**src/rtl/apsr_cond_unit.sv**
```systemverilog
// APSR NZCV flag register and Thumb ITSTATE with the execute-stage condition check.
// exec_en is combinational on the registered flags/ITSTATE and gates every flag write.
module apsr_cond_unit (
   input  logic       clk,
   input  logic       rst,
   input  logic       alu_neg,
   input  logic       alu_zero,
   input  logic       alu_c_out,
   input  logic       alu_ovfl,
   input  logic       nz_we,
   input  logic       c_we,
   input  logic       v_we,
   input  logic [3:0] instr_cond,
   input  logic       instr_valid,
   input  logic       instr_retire,
   input  logic       it_start,
   input  logic [3:0] it_firstcond,
   input  logic [3:0] it_mask,
   input  logic       itstate_load,
   input  logic [7:0] itstate_in,
   output logic [3:0] flags,
   output logic [7:0] itstate,
   output logic       in_it,
   output logic       exec_en
);

   localparam int unsigned FLAG_W = 4;
   localparam int unsigned IT_W   = 8;
   localparam int unsigned COND_W = 4;

   logic [FLAG_W-1:0] flags_q, flags_d;
   logic [IT_W-1:0]   itstate_q, itstate_d;
   logic [COND_W-1:0] eff_cond;
   logic              flag_n, flag_z, flag_c, flag_v;
   logic              cond_pass;

   assign flag_n = flags_q[3];
   assign flag_z = flags_q[2];
   assign flag_c = flags_q[1];
   assign flag_v = flags_q[0];

   assign in_it    = |itstate_q[3:0];
   assign eff_cond = in_it ? itstate_q[7:4] : instr_cond;

   // Condition evaluation on the architectural flags
   always_comb begin
      cond_pass = 1'b1;
      case (eff_cond)
         4'h0:    cond_pass = flag_z;
         4'h1:    cond_pass = ~flag_z;
         4'h2:    cond_pass = flag_c;
         4'h3:    cond_pass = ~flag_c;
         4'h4:    cond_pass = flag_n;
         4'h5:    cond_pass = ~flag_n;
         4'h6:    cond_pass = flag_v;
         4'h7:    cond_pass = ~flag_v;
         4'h8:    cond_pass = flag_c & ~flag_z;
         4'h9:    cond_pass = ~flag_c | flag_z;
         4'hA:    cond_pass = (flag_n == flag_v);
         4'hB:    cond_pass = (flag_n != flag_v);
         4'hC:    cond_pass = ~flag_z & (flag_n == flag_v);
         4'hD:    cond_pass = flag_z | (flag_n != flag_v);
         default: cond_pass = 1'b1;
      endcase
   end

   assign exec_en = instr_valid & cond_pass;

   always_comb begin
      flags_d = flags_q;
      if (exec_en && nz_we) begin
         flags_d[3] = alu_neg;
         flags_d[2] = alu_zero;
      end
      if (exec_en && c_we) flags_d[1] = alu_c_out;
      if (exec_en && v_we) flags_d[0] = alu_ovfl;
   end

   // ITSTATE: restore > IT start > advance on retire; advance ignores the condition result
   always_comb begin
      itstate_d = itstate_q;
      if (itstate_load) begin
         itstate_d = itstate_in;
      end else if (it_start) begin
         if (it_mask != 4'h0) itstate_d = {it_firstcond, it_mask};
         else                 itstate_d = IT_W'(0);
      end else if (instr_retire && in_it) begin
         if (itstate_q[2:0] == 3'b000) itstate_d = IT_W'(0);
         else                          itstate_d = {itstate_q[7:5], itstate_q[3:0], 1'b0};
      end
   end

   always_ff @(posedge clk or posedge rst) begin
      if (rst) begin
         flags_q   <= FLAG_W'(0);
         itstate_q <= IT_W'(0);
      end else begin
         flags_q   <= flags_d;
         itstate_q <= itstate_d;
      end
   end

   assign flags   = flags_q;
   assign itstate = itstate_q;

endmodule

```
**config.mk**
```make
export PLATFORM = sky130hd
export DESIGN_NAME = apsr_cond_unit
export DESIGN_NICKNAME = d
export VERILOG_FILES = /design/src/rtl/apsr_cond_unit.sv
export SDC_FILE = /design/constraint.sdc
export NUM_CORES = 1
export LEC_CHECK = 0
export ABC_AREA = 1
export CAP_MARGIN = 0
export CORE_UTILIZATION = 36
export CTS_CLUSTER_DIAMETER = 50
export DETAILED_ROUTE_END_ITERATION = 7
export PLACE_DENSITY = 0.76
export SLEW_MARGIN = 5
export SYNTH_ARGS = -nofsm -noshare
export SYNTH_HDL_FRONTEND = slang
export SYNTH_SLANG_ARGS = --single-unit
```
**constraint.sdc**
```tcl
create_clock -name clk -period 1.6 [get_ports clk]
set_input_delay 0.24 -clock clk [delete_from_list [all_inputs] [get_ports clk]]
set_output_delay 0.24 -clock clk [all_outputs]
set_load 0.02 [all_outputs]
```
==> impl_metrics.ini, run 1 <==
[status]
status = finished, violations left
violations = negative setup slack

[place]
post-dp-hpwl_um = 2440
place_congestion = 0.831
io_buffers = 46
pre_cts_ws_ns = -0.750

[worst_setup_path]
critPathMaxFanout = 6
arrival_ns = 1.94
critical_path.max_stage_delay_ns = 0.43
rrSetupSlack_ns = -0.28
slowest_stage = dfrtp_2
critPathKind = flop to output port
crit_chain = nor2_4 > nand3_2 > nand2_4 > inv_4 > buf_4 > nand2_2 > nand2_1 > nand2_1 > nand3_2 > and2_4 > buf_6
worstPathRequired_ns = 1.36
r2r_start = itstate[1]
cp-start-kind = flop
critPathCaptureType = output port
cp-startpoint = itstate[1]

[die]
coreArea_um2 = 2450
io_pins = 47
dieWidth_um = 52.8
initial_core_util_pct = 37.8
die_y_um = 52.8
fp-row-count = 18
die_area_um2 = 2790

[synthesis]
synth.most_common_cell = nand2_1
synthTopCellsByArea = dfrtp_1 (32%), nand2_1 (15%), inv_1 (8.1%)
synth_top_area_share_pct = 32.3
syn_nets = 166
ys_warn_count = 0
synth_largest_area_cell = dfrtp_1
synth_commonest_cells = nand2_1 (37), inv_1 (20), dfrtp_1 (12), nand3_1 (12), nand2_2 (10)
async_flop_share_pct = 100
synth.avg_cell_area_um2 = 6.98
synth_edf_count = 0
synth_seq_area_share_pct = 32.3
synth_cell_types = 24
ys_ff_latch = 12
synth_top_flop_cell = dfrtp_1
syn_area_um2 = 928
netlist_instances = 133

[sta]
final_hold_viol_count = 0
post-route-period-util_pct = 136
rsz0062_at_grt = yes
period_minus_slack_ns = 2.18
skew_ns = 0.00653
fmax_mhz = 458
worstMarginPinSlew_ns = 0.431
relSlewSlack_pct = 71.2
drv_slew = 0
hold_ws_ns = 0.265
setup_slack_ns = -0.584
setup_viol = 6

[grt]
grt_overflow = 0
grtUsageTotal_pct = 22.1
grt_pass1_wl_um = 4400
grt_max_degree = 13
antenna_found_initial = 0
grt_pass1_vias = 1070

[cts]
path_clk_slew_ns = 0.08
worst_skew_pair.late_latency_ns = 0.27
clock-sinks = 12
cts_tree = done
cts_inserted_buffers = 3
ctsHoldBuffers = 0
htreeDepth = 1
clock_path_buffers = 2
cts-root-buf = clkbuf_4

[route]
viasPerCell = 4.97
wl_per_cell_um = 12.4
vias = 1182
first_iter_violations = 34
first_pass_iters = 4
drt-total-wl_um = 2950
postRouteAntennaNets = 0
drc_errors = 0

[layout]
drive_above_1_share_pct = 31.7
diodes = 0
nets = 242
nFillCells = 207
syn_to_final_growth_pct = 83.6

[min_path]
hp-class = input port to asynchronous set/reset pin

[job]
cap_viol_max_count = 0

[power]
worst_ir_drop_vdd_uv = 752
p_per_area_nw_per_um2 = 1040
cellLeakagePower_nw = 0.855
[power breakdown]
part           total [mW]  internal (mW)  switching [mW]
registers           0.438          0.377          0.0608
clock network       0.195         0.0966          0.0982
logic                1.14          0.528           0.615
[what timing repair did]
action                                  in CTS  in global routing
pin swaps                                    2                  8
endpoints found under the setup margin      16                  9
setup buffers                                0                  1
gates resized for setup                     22                 15
[metrics by stage]
stage	utilization (%)	power, mW	TNS, ns	area [um^2]	cells
after floorplan	-	1.02	-0.215	936	133
after global placement	65.9	1.52	-1.47	1620	233
after detailed placement	65.9	1.55	-1.81	1620	233
after CTS	66.8	1.70	-1.28	1640	237
after global routing	69.4	1.89	-2.38	1700	238
final	69.4	1.78	-1.65	1700	238
[worst max-delay path, delay by kind of cell (launching register included)]
kind          cells  cell delay, ns
buf+inv           3            0.29
simple gates      8            0.95
flops             1            0.43
[state kept, by name, indices dropped and copies added (netlist names)]
signal   cells
itstate      8
flags        4
[area by class of cell]
type                    count  area, um^2  share of cell area [%]
repair buffers             72         646                    37.9
well taps                  30        37.5                    2.20
inverters                  21        81.3                    4.77
flip-flops and latches     12         305                    17.9
multi-input cells          99         608                    35.7
clock buffers               4        26.3                    1.54
[metal layers]
layer	track usage (%)	vias up	share of wire, %
met5	0	-	0
met3	2.61	8	3.4
met2	43.2	35	56
met1	24.1	550	38
met4	6.58	0	2.8
li1	-	589	-
[final timing paths]
kind | depth (start not counted) | to
max reg2reg | 14 | flags[3]
min | 2 | itstate[0]
min in group clk | 3 | flags[0]
max | 11 | exec_en
min reg2reg | 3 | itstate[7]
max in group asynchronous | 2 | itstate[3]
[cell families after synthesis]
family / Yosys count / share of synthesized area (%)
buffers and inverters: 22 / 9.03
flip-flops: 12 / 32.3
XOR/XNOR: 1 / 0.944
AND/OR/NAND/NOR: 80 / 44.2
AO/OA/AOI/OAI: 18 / 13.5
[cells in the final DEF (no fill, tap or decap), types with 2 or more instances in the layout]
| master | synthesis | routed |
|---|---|---|
| dfrtp_1 | 12 | 8 |
| nand2_1 | 37 | 35 |
| nand3_2 | 1 | 7 |
| o221ai_1 | 2 | 2 |
| buf_4 | 0 | 25 |
| nand2_4 | 1 | 3 |
| dlygate4sd2_1 | 0 | 10 |
| buf_6 | 0 | 2 |
| clkdlybuf4s50_1 | 0 | 33 |
| a21oi_1 | 3 | 2 |
| clkbuf_4 | 0 | 3 |
| dfrtp_2 | 0 | 4 |
| nor2_1 | 5 | 5 |
| a22oi_1 | 4 | 4 |
| nand2_2 | 10 | 10 |
| nand3_1 | 12 | 6 |
| a31oi_1 | 2 | 2 |
| o21ai_0 | 4 | 4 |
| nand4_1 | 7 | 7 |
| inv_1 | 20 | 20 |
| nor2_4 | 4 | 4 |
| and2_4 | 0 | 2 |
No activity file was read; power rests on OpenSTA's default activity.
==> inputs of run 2 (changes only) <==
Settings changed: CORE_UTILIZATION 36 to 51, DONT_BUFFER_PORTS set to 1, PLACE_DENSITY 0.76 to 0.69.
==> run 2 against run 1 <==
Sequential power rose by 1%. Fmax rose by 8.0%. Setup slack improved by 0.16 ns. Via count fell by 17%. Count of clock-buffer cells in the layout did not move. Critical endpoint unchanged. Hold slack got worse by 0.16 ns. Core utilization rose by 1.4 points. The flow still finishes with violations (negative setup slack). Cell count fell by 24%. Critical path type unchanged.
==> impl_metrics.ini, run 2 (same netlist as run 1, synthesis figures left out) <==
[grt]
antenna_found_initial = 0
grt_overflow = 0
grt_pass1_vias = 912
grt_pass1_wl_um = 3730
grtUsageTotal_pct = 25.9
grt_max_degree = 13

[sta]
setup_slack_ns = -0.422
rsz0062_at_grt = yes
drv_slew = 0
relSlewSlack_pct = 71.5
fmax_mhz = 495
worstMarginPinSlew_ns = 0.427
final_hold_viol_count = 0
skew_ns = 0.00182
period_minus_slack_ns = 2.02
setup_viol = 5
post-route-period-util_pct = 126

[die]
die_y_um = 44.7
fp-row-count = 15
die_area_um2 = 1990
coreArea_um2 = 1710
initial_core_util_pct = 54.4
dieWidth_um = 44.7
io_pins = 47

[route]
wl_per_cell_um = 13.0
drc_errors = 0
first_pass_iters = 4
drt-total-wl_um = 2370
viasPerCell = 5.41
first_iter_violations = 32
postRouteAntennaNets = 0
vias = 985

[layout]
drive_above_1_share_pct = 34.4
nets = 191
largest_reg_flops = 8
fin_area_um2 = 1210
utilization_pct = 70.8
layout_common_cells = nand2_1 (36), inv_1 (20), buf_4 (20)
layout.cells.non_filler = 182
nFillCells = 132
final_common_cell = nand2_1
diodes = 0
regArea_um2 = 305
multi_input_area_um2 = 598
syn_to_final_growth_pct = 30.3

[job]
cap_viol_max_count = 0

[cts]
cts_inserted_buffers = 3
cts-root-buf = clkbuf_4
htreeDepth = 1
clock_path_buffers = 2
cts_tree = done
worst_skew_pair.late_latency_ns = 0.26
clock-sinks = 12
path_clk_slew_ns = 0.07

[place]
post-dp-hpwl_um = 1840
dp_cells = 175
io_buffers = 0
place_congestion = 0.874
detailed_place.area_um2 = 1100
pre_cts_ws_ns = -0.116

[power]
cellLeakagePower_nw = 0.618
p_per_area_nw_per_um2 = 1310
worst_ir_drop_vdd_uv = 772

[worst_setup_path]
critPathCaptureType = output port
critPathKind = flop to output port
worstPathRequired_ns = 1.36
critPathMaxFanout = 6
cp-start-kind = flop
arrival_ns = 1.78

[status]
violations = negative setup slack
status = finished, violations left

[min_path]
hp-class = input port to flop
==> run 2: where the power goes <==
part,total (mW),internal (mW),leakage (nW),switching [mW]
Sequential,0.444,0.377,0.142,0.0671
Clock,0.232,0.138,0.0210,0.0938
Combinational,0.912,0.366,0.455,0.546
Total,1.59,0.881,0.618,0.707
==> run 2: final timing paths <==
| check | start | to | slack (ns) | depth (start not counted) |
|---|---|---|---|---|
| min in group asynchronous | rst | flags[1] | 0.41 | 2 |
| max reg2reg | itstate[1] | flags[2] | -0.20 | 13 |
| max in group asynchronous | rst | itstate[1] | 0.87 | 2 |
| max | itstate[1] | exec_en | -0.42 | 10 |
| min reg2reg | flags[1] | flags[1] | 0.66 | 3 |
| min | it_firstcond[3] | itstate[7] | 0.10 | 2 |
==> run 2: timing repair <==
item / in CTS / in global routing
hold endpoints to repair: 12 / 0
gates resized for setup: 4 / 7
endpoints found under the setup margin: 5 / 8
setup buffers: 1 / 3
hold buffers: 1 / 0
pin swaps: 3 / 11
==> run 2: per-stage QoR <==
| stage | TNS (ns) | hold WS, ns | total power, mW |
|---|---|---|---|
| 4_1_cts | -0.838 | 0.0925 | 1.53 |
| 6_report | -1.08 | 0.102 | 1.59 |
| 5_1_grt | -1.69 | 0.0923 | 1.70 |
| 2_1_floorplan | -0.215 | 0.104 | 1.02 |
| 3_5_place_dp | -0.466 | 0.151 | 1.28 |
| 3_3_place_gp | -0.339 | 0.147 | 1.26 |
==> run 2: cell type report <==
cell class	instances	area share, %
sequential	12	25.2
tap	25	2.59
timing repair buffer	21	13.2
multi-input combinational	99	49.4
clock buffer	4	3.00
inverter	21	6.51
==> run 2: worst max-delay path, stage by stage, from the launching register on <==
cell	delay [ns]
dfrtp_2	0.42
nor2_4	0.19
nand2_4	0.12
nand2_4	0.09
nand2_2	0.07
nor2_2	0.09
nand2_2	0.06
nor2_4	0.10
nor2_4	0.05
a21oi_4	0.14
and2_4	0.19
==> run 2: layer usage <==
metal  wire, um  vias up  part of all wire, %  track usage, %
li1           -      487                    -               -
met1        976      454                   41            33.2
met2       1220       42                   51            42.9
met3        157        2                  6.6            4.08
met4         17        0                 0.72            11.5
met5          0        -                    0               0
==> inputs of run 3 (changes only) <==
Settings changed: CELL_PAD_IN_SITES_DETAIL_PLACEMENT set to 1, CELL_PAD_IN_SITES_GLOBAL_PLACEMENT set to 2, CORE_UTILIZATION 51 to 28, PLACE_DENSITY 0.69 to not set, PLACE_DENSITY_LB_ADDON set to 0.1.
==> run 3 against run 2 <==
The run still ends with negative setup slack left. Cell count grew 12%. Global-route usage shrank 9.7 points. Cell area grew 0.10%. Routed wire length grew 10%. Core utilization shrank 32 points. Critical path depth is the same. Register-to-register slack gained 0.02 ns. Clock power shrank 19%. Sequential cell count is the same. Count of clock-buffer cells in the layout is the same. First-iteration DRC count shrank 38%. Fmax shrank 0.23%.
==> impl_metrics.ini, run 3 (same netlist as run 1, synthesis figures left out) <==
[cts]
worst_skew_pair.late_latency_ns = 0.27
path_clk_slew_ns = 0.07
clock-sinks = 12
cts_tree = done
cts_inserted_buffers = 3
clock_path_buffers = 2
cts-root-buf = clkbuf_4
htreeDepth = 1

[worst_setup_path]
critPathKind = flop to output port
critPathMaxFanout = 6
worstPathRequired_ns = 1.36
arrival_ns = 1.79
cp-start-kind = flop
rrSetupSlack_ns = -0.18
critPathCaptureType = output port

[layout]
syn_to_final_growth_pct = 30.5
diodes = 0
largest_reg_flops = 8
final_common_cell = nand2_1
drive_above_1_share_pct = 33.1
fin_area_um2 = 1210
nets = 194
layout_common_cells = nand2_1 (36), buf_4 (22), inv_1 (20)
layout.cells.non_filler = 204
nFillCells = 419

[die]
dieWidth_um = 59.6
fp-row-count = 20
die_y_um = 59.6
initial_core_util_pct = 29.9
io_pins = 47
die_area_um2 = 3550
coreArea_um2 = 3100

[route]
drc_errors = 0
vias = 953
first_iter_violations = 20
postRouteAntennaNets = 0
first_pass_iters = 2
drt-total-wl_um = 2610
wl_per_cell_um = 12.8
viasPerCell = 4.67

[power]
power_frac_clock_pct = 12.2
power_mw = 1.54
combPwrFrac_pct = 58.8
p_sw_share_pct = 45.2
cellLeakagePower_nw = 0.620
seqPwrFrac_pct = 28.9
switchingPower_mw = 0.698
p_per_area_nw_per_um2 = 1280
intPower_mw = 0.846
worst_ir_drop_vdd_uv = 284

[sta]
post-route-period-util_pct = 127
rsz0062_at_grt = yes
setup_slack_ns = -0.426
relSlewSlack_pct = 71.3
skew_ns = 0.00330
period_minus_slack_ns = 2.03
drv_slew = 0
fmax_mhz = 494
final_hold_viol_count = 0
worstMarginPinSlew_ns = 0.431
setup_viol = 5

[place]
place_congestion = 0.717
dp_cells = 194
io_buffers = 0
detailed_place.area_um2 = 1120
post-dp-hpwl_um = 2270

[grt]
grt_overflow = 0
grt_pass1_vias = 981
grt_pass1_wl_um = 4190
grt_max_degree = 13
antenna_found_initial = 0
grtUsageTotal_pct = 16.2

[min_path]
hp-class = input port to flop

[status]
status = finished, violations left
violations = negative setup slack

[job]
cap_viol_max_count = 0
==> run 3: repair_timing <==
item	CTS	global route
hold buffers	1	0
resized for setup	4	1
setup buffers	2	3
pin swaps	2	2
hold endpoints to repair	12	0
setup endpoints to repair	5	6
==> run 3: area by class of cell <==
cell class / count / area (um^2) / area share, %
multi-input cells: 99 / 559 / 46.2
clock buffers: 4 / 26.3 / 2.17
well taps: 44 / 55.1 / 4.55
repair buffers: 24 / 186 / 15.4
inverters: 21 / 78.8 / 6.51
flip-flops and latches: 12 / 305 / 25.2
==> run 3: power by group through the flow <==
| stage | sequential (mW) | combinational [mW] | clock (mW) |
|---|---|---|---|
| detailed placement | 0.453 | 0.853 | 0 |
| CTS | 0.448 | 0.881 | 0.197 |
| global placement | 0.451 | 0.843 | 0 |
| finish | 0.447 | 0.909 | 0.189 |
| global route | 0.456 | 1.01 | 0.206 |
| floorplan | 0.542 | 0.482 | 0 |
==> run 3: per-stage QoR <==
| step | TNS (ns) | setup WS [ns] | hold slack, ns | util [%] |
|---|---|---|---|---|
| 2_1_floorplan | -0.215 | -0.196 | 0.104 | - |
| 5_1_grt | -1.69 | -0.540 | 0.125 | 39.0 |
| 6_report | -1.11 | -0.426 | 0.112 | 39.0 |
| 4_1_cts | -0.897 | -0.449 | 0.103 | 38.2 |
| 3_5_place_dp | -0.730 | -0.166 | 0.159 | 36.1 |
| 3_3_place_gp | -0.448 | -0.121 | 0.153 | 36.1 |
==> run 3: worst paths after layout <==
kind,startpoint,end,cells after the start
min in group asynchronous,rst,itstate[4],2
max,itstate[1],exec_en,10
min reg2reg,flags[2],flags[2],2
min,it_firstcond[3],itstate[7],2
max reg2reg,itstate[1],flags[0],12
max in group asynchronous,rst,itstate[0],2
==> run 3: critical path: stages, from the launching register on <==
cell,delay (ns)
dfrtp_2,0.43
nor2_4,0.18
nand2_4,0.10
nand2_2,0.08
nand3_1,0.10
nand2_1,0.09
nand2_1,0.05
nand2_1,0.07
nand2_2,0.08
a21oi_4,0.15
and2_4,0.18
==> run 3: metal layers <==
metal	up-vias	routed length [um]	track usage, %
li1	492	-	-
met1	428	1100	19.2
met2	28	1350	28.7
met3	5	116	1.75
met4	0	43	7.97
met5	-	0	0
